File: src/rtl/gearbox_pkg.sv
// Shared constants and block type for the 66b->32b TX gearbox.
// Latency: n/a (types and constants only).
// Backpressure: n/a; the gearbox paces its source through block_req/pause.
package gearbox_pkg;

  localparam int SEQ_LEN  = 33;               // cycles per gearbox period
  localparam int SEQ_MAX  = SEQ_LEN - 1;      // last sequence value (idle cycle)
  localparam int BLOCK_W  = 66;               // sync header + payload
  localparam int OUT_W    = 32;               // transceiver word width
  localparam int BUF_W    = 128;              // bit accumulator width
  localparam int MAX_FILL = OUT_W + BLOCK_W - 2;  // peak occupancy: 30 residual + 66 new
  localparam int SEQ_W    = 6;
  localparam int CNT_W    = 7;

  localparam logic [SEQ_W-1:0] SEQ_LAST = SEQ_W'(SEQ_MAX);

  // Header sits in the low bits so it is shifted out ahead of the payload.
  typedef struct packed {
    logic [63:0] d;
    logic [1:0]  h;
  } block66_t;

  typedef logic [BUF_W-1:0] acc_t;

  // Zero-extend a block to accumulator width and place it above the residual bits.
  function automatic acc_t place_block(input block66_t blk, input logic [CNT_W-1:0] cnt);
    acc_t ext;
    ext = {{(BUF_W-BLOCK_W){1'b0}}, blk};
    return ext << cnt;
  endfunction

endpackage

File: src/rtl/gb_seq_counter.sv
// Gearbox sequence counter: counts 0..32 while enabled, decodes block request and pause.
// Latency: block_req combinational from seq; pause_next is one cycle ahead of the pause cycle.
// Backpressure: none accepted; enable low holds the count at 0.
module gb_seq_counter
  import gearbox_pkg::*;
(
  input  logic             clk,
  input  logic             rst_n,
  input  logic             enable,
  output logic [SEQ_W-1:0] seq,
  output logic             block_req,
  output logic             pause_next
);

  // Period counter: restarts at 0 whenever the gearbox is disabled.
  always_ff @(posedge clk or negedge rst_n) begin
    if (!rst_n) begin
      seq <= '0;
    end else if (!enable) begin
      seq <= '0;
    end else if (seq == SEQ_LAST) begin
      seq <= '0;
    end else begin
      seq <= seq + SEQ_W'(1);
    end
  end

  // One block every even cycle except the idle cycle at the end of the period.
  assign block_req  = enable && (seq < SEQ_LAST) && !seq[0];
  // Next cycle is the idle cycle; the top registers this into the pause output.
  assign pause_next = enable && (seq == SEQ_LAST - SEQ_W'(1));

endmodule

File: src/rtl/tx_gearbox_6632.sv
// TX gearbox packing 66-bit blocks into 32-bit words; optional checker under TX_GEARBOX_CHECK_EN.
// Latency: header bit 0 of the block sampled at seq N reaches o_gb_data[0] at N+1.
// Backpressure: encoder is paced by o_block_req and held on the idle cycle by o_tx_pause.
module tx_gearbox_6632
  import gearbox_pkg::*;
(
  input  logic             i_txc,
  input  logic             i_reset_n,
  input  logic             i_enable,
  input  logic [63:0]      i_txd,
  input  logic [1:0]       i_tx_header,
  output logic             o_block_req,
  output logic             o_tx_pause,
  output logic [OUT_W-1:0] o_gb_data,
  output logic [SEQ_W-1:0] o_gb_seq
`ifdef TX_GEARBOX_CHECK_EN
  ,
  output logic             o_gb_err
`endif
);

  logic [SEQ_W-1:0] seq;
  logic             block_req;
  logic             pause_next;

  block66_t         blk;
  acc_t             acc_q;
  acc_t             acc_ld;
  logic [CNT_W-1:0] cnt_q;
  logic [CNT_W-1:0] cnt_ld;
  logic [CNT_W-1:0] cnt_next;

  gb_seq_counter u_seq (
    .clk        (i_txc),
    .rst_n      (i_reset_n),
    .enable     (i_enable),
    .seq        (seq),
    .block_req  (block_req),
    .pause_next (pause_next)
  );

  assign blk         = {i_txd, i_tx_header};
  assign o_block_req = block_req;
  assign o_gb_seq    = seq;

  // Merge the requested block above the residual bits, then account for one word out.
  always_comb begin
    acc_ld = acc_q;
    cnt_ld = cnt_q;
    if (block_req) begin
      acc_ld = acc_q | place_block(blk, cnt_q);
      cnt_ld = cnt_q + CNT_W'(BLOCK_W);
    end
    cnt_next = cnt_ld - CNT_W'(OUT_W);
  end

  // Emit the low word each enabled cycle; disabling discards any partial block.
  always_ff @(posedge i_txc or negedge i_reset_n) begin
    if (!i_reset_n) begin
      acc_q      <= '0;
      cnt_q      <= '0;
      o_gb_data  <= '0;
      o_tx_pause <= 1'b0;
    end else if (!i_enable) begin
      acc_q      <= '0;
      cnt_q      <= '0;
      o_gb_data  <= '0;
      o_tx_pause <= 1'b0;
    end else begin
      o_gb_data  <= acc_ld[OUT_W-1:0];
      acc_q      <= acc_ld >> OUT_W;
      cnt_q      <= cnt_next;
      o_tx_pause <= pause_next;
    end
  end

`ifdef TX_GEARBOX_CHECK_EN
  // Sticky fill error: overfill, underflow, or residue left over when the period wraps.
  always_ff @(posedge i_txc or negedge i_reset_n) begin
    if (!i_reset_n) begin
      o_gb_err <= 1'b0;
    end else if (!i_enable) begin
      o_gb_err <= 1'b0;
    end else if ((cnt_ld > CNT_W'(MAX_FILL)) ||
                 (cnt_ld < CNT_W'(OUT_W)) ||
                 ((seq == SEQ_LAST) && (cnt_next != '0))) begin
      o_gb_err <= 1'b1;
    end
  end
`endif

endmodule

File: config.mk
export PLATFORM = sky130hd
export DESIGN_NAME = tx_gearbox_6632
export DESIGN_NICKNAME = d
export VERILOG_FILES = /design/src/rtl/gearbox_pkg.sv /design/src/rtl/gb_seq_counter.sv /design/src/rtl/tx_gearbox_6632.sv
export SDC_FILE = /design/constraint.sdc
export NUM_CORES = 1
export LEC_CHECK = 0
export CAP_MARGIN = 20
export CORE_MARGIN = 3
export CORE_UTILIZATION = 40
export CTS_BUF_LIST = sky130_fd_sc_hd__clkbuf_16
export DETAILED_ROUTE_END_ITERATION = 10
export DONT_BUFFER_PORTS = 1
export HOLD_SLACK_MARGIN = 0.08
export MAX_ROUTING_LAYER = met4
export PLACE_DENSITY = 0.58
export SETUP_SLACK_MARGIN = 0.05
export SKIP_LAST_GASP = 1
export SLEW_MARGIN = 20
export SYNTH_ARGS = -nofsm -noshare
export SYNTH_HDL_FRONTEND = slang
export SYNTH_SLANG_ARGS = --single-unit
export TNS_END_PERCENT = 10
File: constraint.sdc
create_clock -name i_txc -period 2.1 [get_ports i_txc]
set_input_delay 0.315 -clock i_txc [delete_from_list [all_inputs] [get_ports i_txc]]
set_output_delay 0.315 -clock i_txc [all_outputs]
set_load 0.005 [all_outputs]
==> impl_metrics.csv <==
group,metric,value,unit
finish,nets,1466,
place,dp_cells,1718,
worst_hold_path,hold_path.class,"in -> async",
sta,finalClockSkew,0.0168,ns
logic_synthesis,synthesis.area,11300,um2
grt,grt_max_degree,142,
logic_synthesis,synthesis.nets,1233,
place,hpwl,38500,um
sta,period_share,1.16,
clocking,cts_tree,"yes",
sta,hold_viol,141,
routing,first_pass_iters,6,
outcome,violations,"negative hold slack, negative setup slack",
logic_synthesis,synth-edff-count,0,
finish,area_growth,33.2,%
finish,stdcell_count,1779,
clocking,root_buffer,"clkbuf_16",
floorplanning,start_util,0.412,
sta,rsz0062_at_grt,"true",
logic_synthesis,synth_cell_types,75,
place,gp_congestion,1.04,
grt,grt_usage,0.350,
critical_path,path_max_fanout,7,
sta,period_minus_slack,2.44,ns
critical_path,crit_path_end_kind,"flip-flop",
routing,wl,52700,um
critical_path,start_kind,"flip-flop",
grt,grt_pass1_wl,76800,um
routing,antenna_left,0,
critical_path,worstReg2RegStart,"cnt_q[1]",
outcome,status,"finished, violations left",
finish,final_common_cell,"buf_4",
grt,grt_antenna_before_repair,0,
sta,relSlewSlack,0.581,
grt,grt_pass1_vias,11300,
routing,first_iter_violations,1806,
sta,setup-violations-final,123,
finish,layout_common_cells,"buf_4, dfrtp_1, nor2_1, nand2_1, mux4_2",
power_and_ir_drop,vdd_drop_max,0.580,mV
grt,grt_remaining_overflow,0,
clocking,clock_sinks,141,
power_and_ir_drop,p_per_area,744,nW/um2
power_and_ir_drop,power_leakage,6.31,nW
finish,multi_input_area,7560,um2
floorplanning,fp.dieW,174,um
logic_synthesis,yosysSeqAreaShare,0.314,
sta,worst_slack,-0.336,ns
sta,maxSlewViolCount,0,
place,numPortBuffers,0,
floorplanning,rows,60,
flow_run,cap_viol_max_count,0,
floorplanning,dieArea,30200,um2
clocking,numCtsBuffers,17,
power_and_ir_drop,power.total,11.1,mW
logic_synthesis,dominantRegCellSynth,"dfrtp_1",
critical_path,critical_path_arrival,2.75,ns
floorplanning,io_pins,109,
logic_synthesis,netlist_instances,1161,
critical_path,worstRegToRegCells,7,
logic_synthesis,synthArstFlopShare,1.00,
sta,fmax,411,MHz
sta,worst_pin_slew,0.611,ns
floorplanning,design.core.area,27300,um2
routing,via_per_inst,6.58,
finish,num_antenna_cells,0,
sta,timing.hold.ws,-0.430,ns
clocking,clock_path_buffers,2,
critical_path,setup.worst_path.start,"cnt_q[1]",
clocking,cts.clk_slew.worst_paths,0.07,ns
routing,wl_per_cell,29.6,um
finish,regArea,3540,um2
clocking,htree_levels,4,
routing,drc_errors,0,
logic_synthesis,avgSynthCellArea,9.69,um2
critical_path,required,2.41,ns
logic_synthesis,yosysWarnings,0,
clocking,clkLatencyLatePin,0.44,ns
routing,vias,11700,
finish,fillers,2510,
logic_synthesis,ys_seq_elements,141,
critical_path,crit_type,"reg -> reg",
finish,drive_above_1_share,0.399,
floorplanning,die_h,174,um
==> cell type report <==
type                            count  share of cell area
Clock buffer                       17              0.0284
Inverter                           18             0.00451
Multi-Input combinational cell    895               0.505
Sequential cell                   141               0.236
Clock inverter                     15             0.00843
Timing Repair Buffer              321               0.187
Tap cell                          372              0.0311
==> stage by stage <==
step / setup WS (ns) / utilization / setup TNS, ns / hold WS (ns) / instance area (um2)
finish: -0.336 / 0.548 / -21.97 / -0.430 / 15000
CTS: -0.312 / 0.534 / -20.71 / -0.441 / 14600
global route: -0.362 / 0.548 / -31.19 / -0.446 / 15000
floorplan: -0.0802 / - / -0.626 / 0.0194 / 11300
detailed placement: -0.631 / 0.498 / -40.64 / 0.0242 / 13600
global placement: -0.588 / 0.498 / -38.95 / 0.0237 / 13600
==> worst max-delay path: stages, from the launching register on <==
cell and delay (ns):
dfrtp_4 0.52, buf_8 0.17, buf_6 0.12, mux2_4 0.29
mux4_2 0.51, mux2_4 0.31, a222oi_1 0.31, inv_1 0.08
==> timing repair <==
action | in CTS | in global routing
buffers inserted | 18 | 8
setup endpoints to repair | 128 | 128
hold endpoints to repair | 200 | 143
hold buffers | 1 | 1
cloned | 1 | 0
resized for setup | 48 | 76
pin swaps | 13 | 18
==> where the power goes <==
| group | switching [mW] | leakage, nW | internal, mW |
|---|---|---|---|
| logic | 2.74 | 4.13 | 2.36 |
| clock network | 1.29 | 0.274 | 1.63 |
| registers | 0.138 | 1.91 | 2.99 |
| total | 4.17 | 6.31 | 6.98 |
==> cells by family (layout without fill, tap and decap cells) <==
logic type                 after synthesis  count (layout)  share of synthesized area
adders and majority gates                3               3                    0.00334
and+or+nand+nor                        327             327                      0.128
AOI/OAI and AO/OA                      341             341                      0.210
muxes                                  216             216                      0.285
xor gates and xnor gates                 8               8                    0.00623
buffers and inverters                  125             371                     0.0539
DFF                                    141             141                      0.314
==> registers in the layout (all words and copies together), names as in the netlist <==
signal and cells:
cnt_q 6, acc_q 96, u_seq.seq 6, o_tx_pause 1, o_gb_data 32
==> final timing paths <==
check                      slack [ns]            to
max                             -0.34     acc_q[18]
max in group asynchronous        2.32      acc_q[6]
min in group i_txc               0.10     acc_q[45]
max reg2reg                     -0.34     acc_q[18]
min                             -0.43  o_gb_data[1]
min reg2reg                      0.46     acc_q[23]
==> synth_stat cells, types with 5 or more instances <==
cell,n,area share
a211oi_1,11,0.0073
a21oi_1,70,0.031
a221o_1,11,0.0098
a221oi_1,22,0.017
a22o_1,8,0.0062
a22oi_1,25,0.017
a31oi_1,9,0.0050
a32oi_1,10,0.0078
and2_1,9,0.0050
buf_1,9,0.0030
buf_2,37,0.016
buf_4,7,0.0047
buf_6,5,0.0050
clkbuf_1,47,0.016
dfrtp_1,141,0.31
inv_1,15,0.0050
mux2_2,59,0.059
mux2i_1,79,0.070
mux4_1,6,0.014
mux4_2,68,0.14
nand2_1,104,0.035
nand2b_1,12,0.0067
nand3_1,25,0.011
nor2_1,127,0.042
nor2b_1,13,0.0072
nor3_1,14,0.0062
o211ai_1,17,0.011
o21a_1,7,0.0047
o21ai_0,62,0.028
o221ai_1,10,0.0078
o22ai_1,21,0.012
o311ai_0,5,0.0039
o31ai_1,5,0.0033
o32ai_1,8,0.0062
xnor2_1,7,0.0054
==> metal layers <==
| metal | vias up | GRT usage | wire length, um |
|---|---|---|---|
| met4 | 0 | 0.125 | 1830 |
| met3 | 119 | 0.126 | 6820 |
| met5 | - | - | 0 |
| met2 | 900 | 0.477 | 22300 |
| met1 | 5735 | 0.478 | 21700 |
| li1 | 4948 | - | - |
No activity file was read; power rests on OpenSTA's default activity.
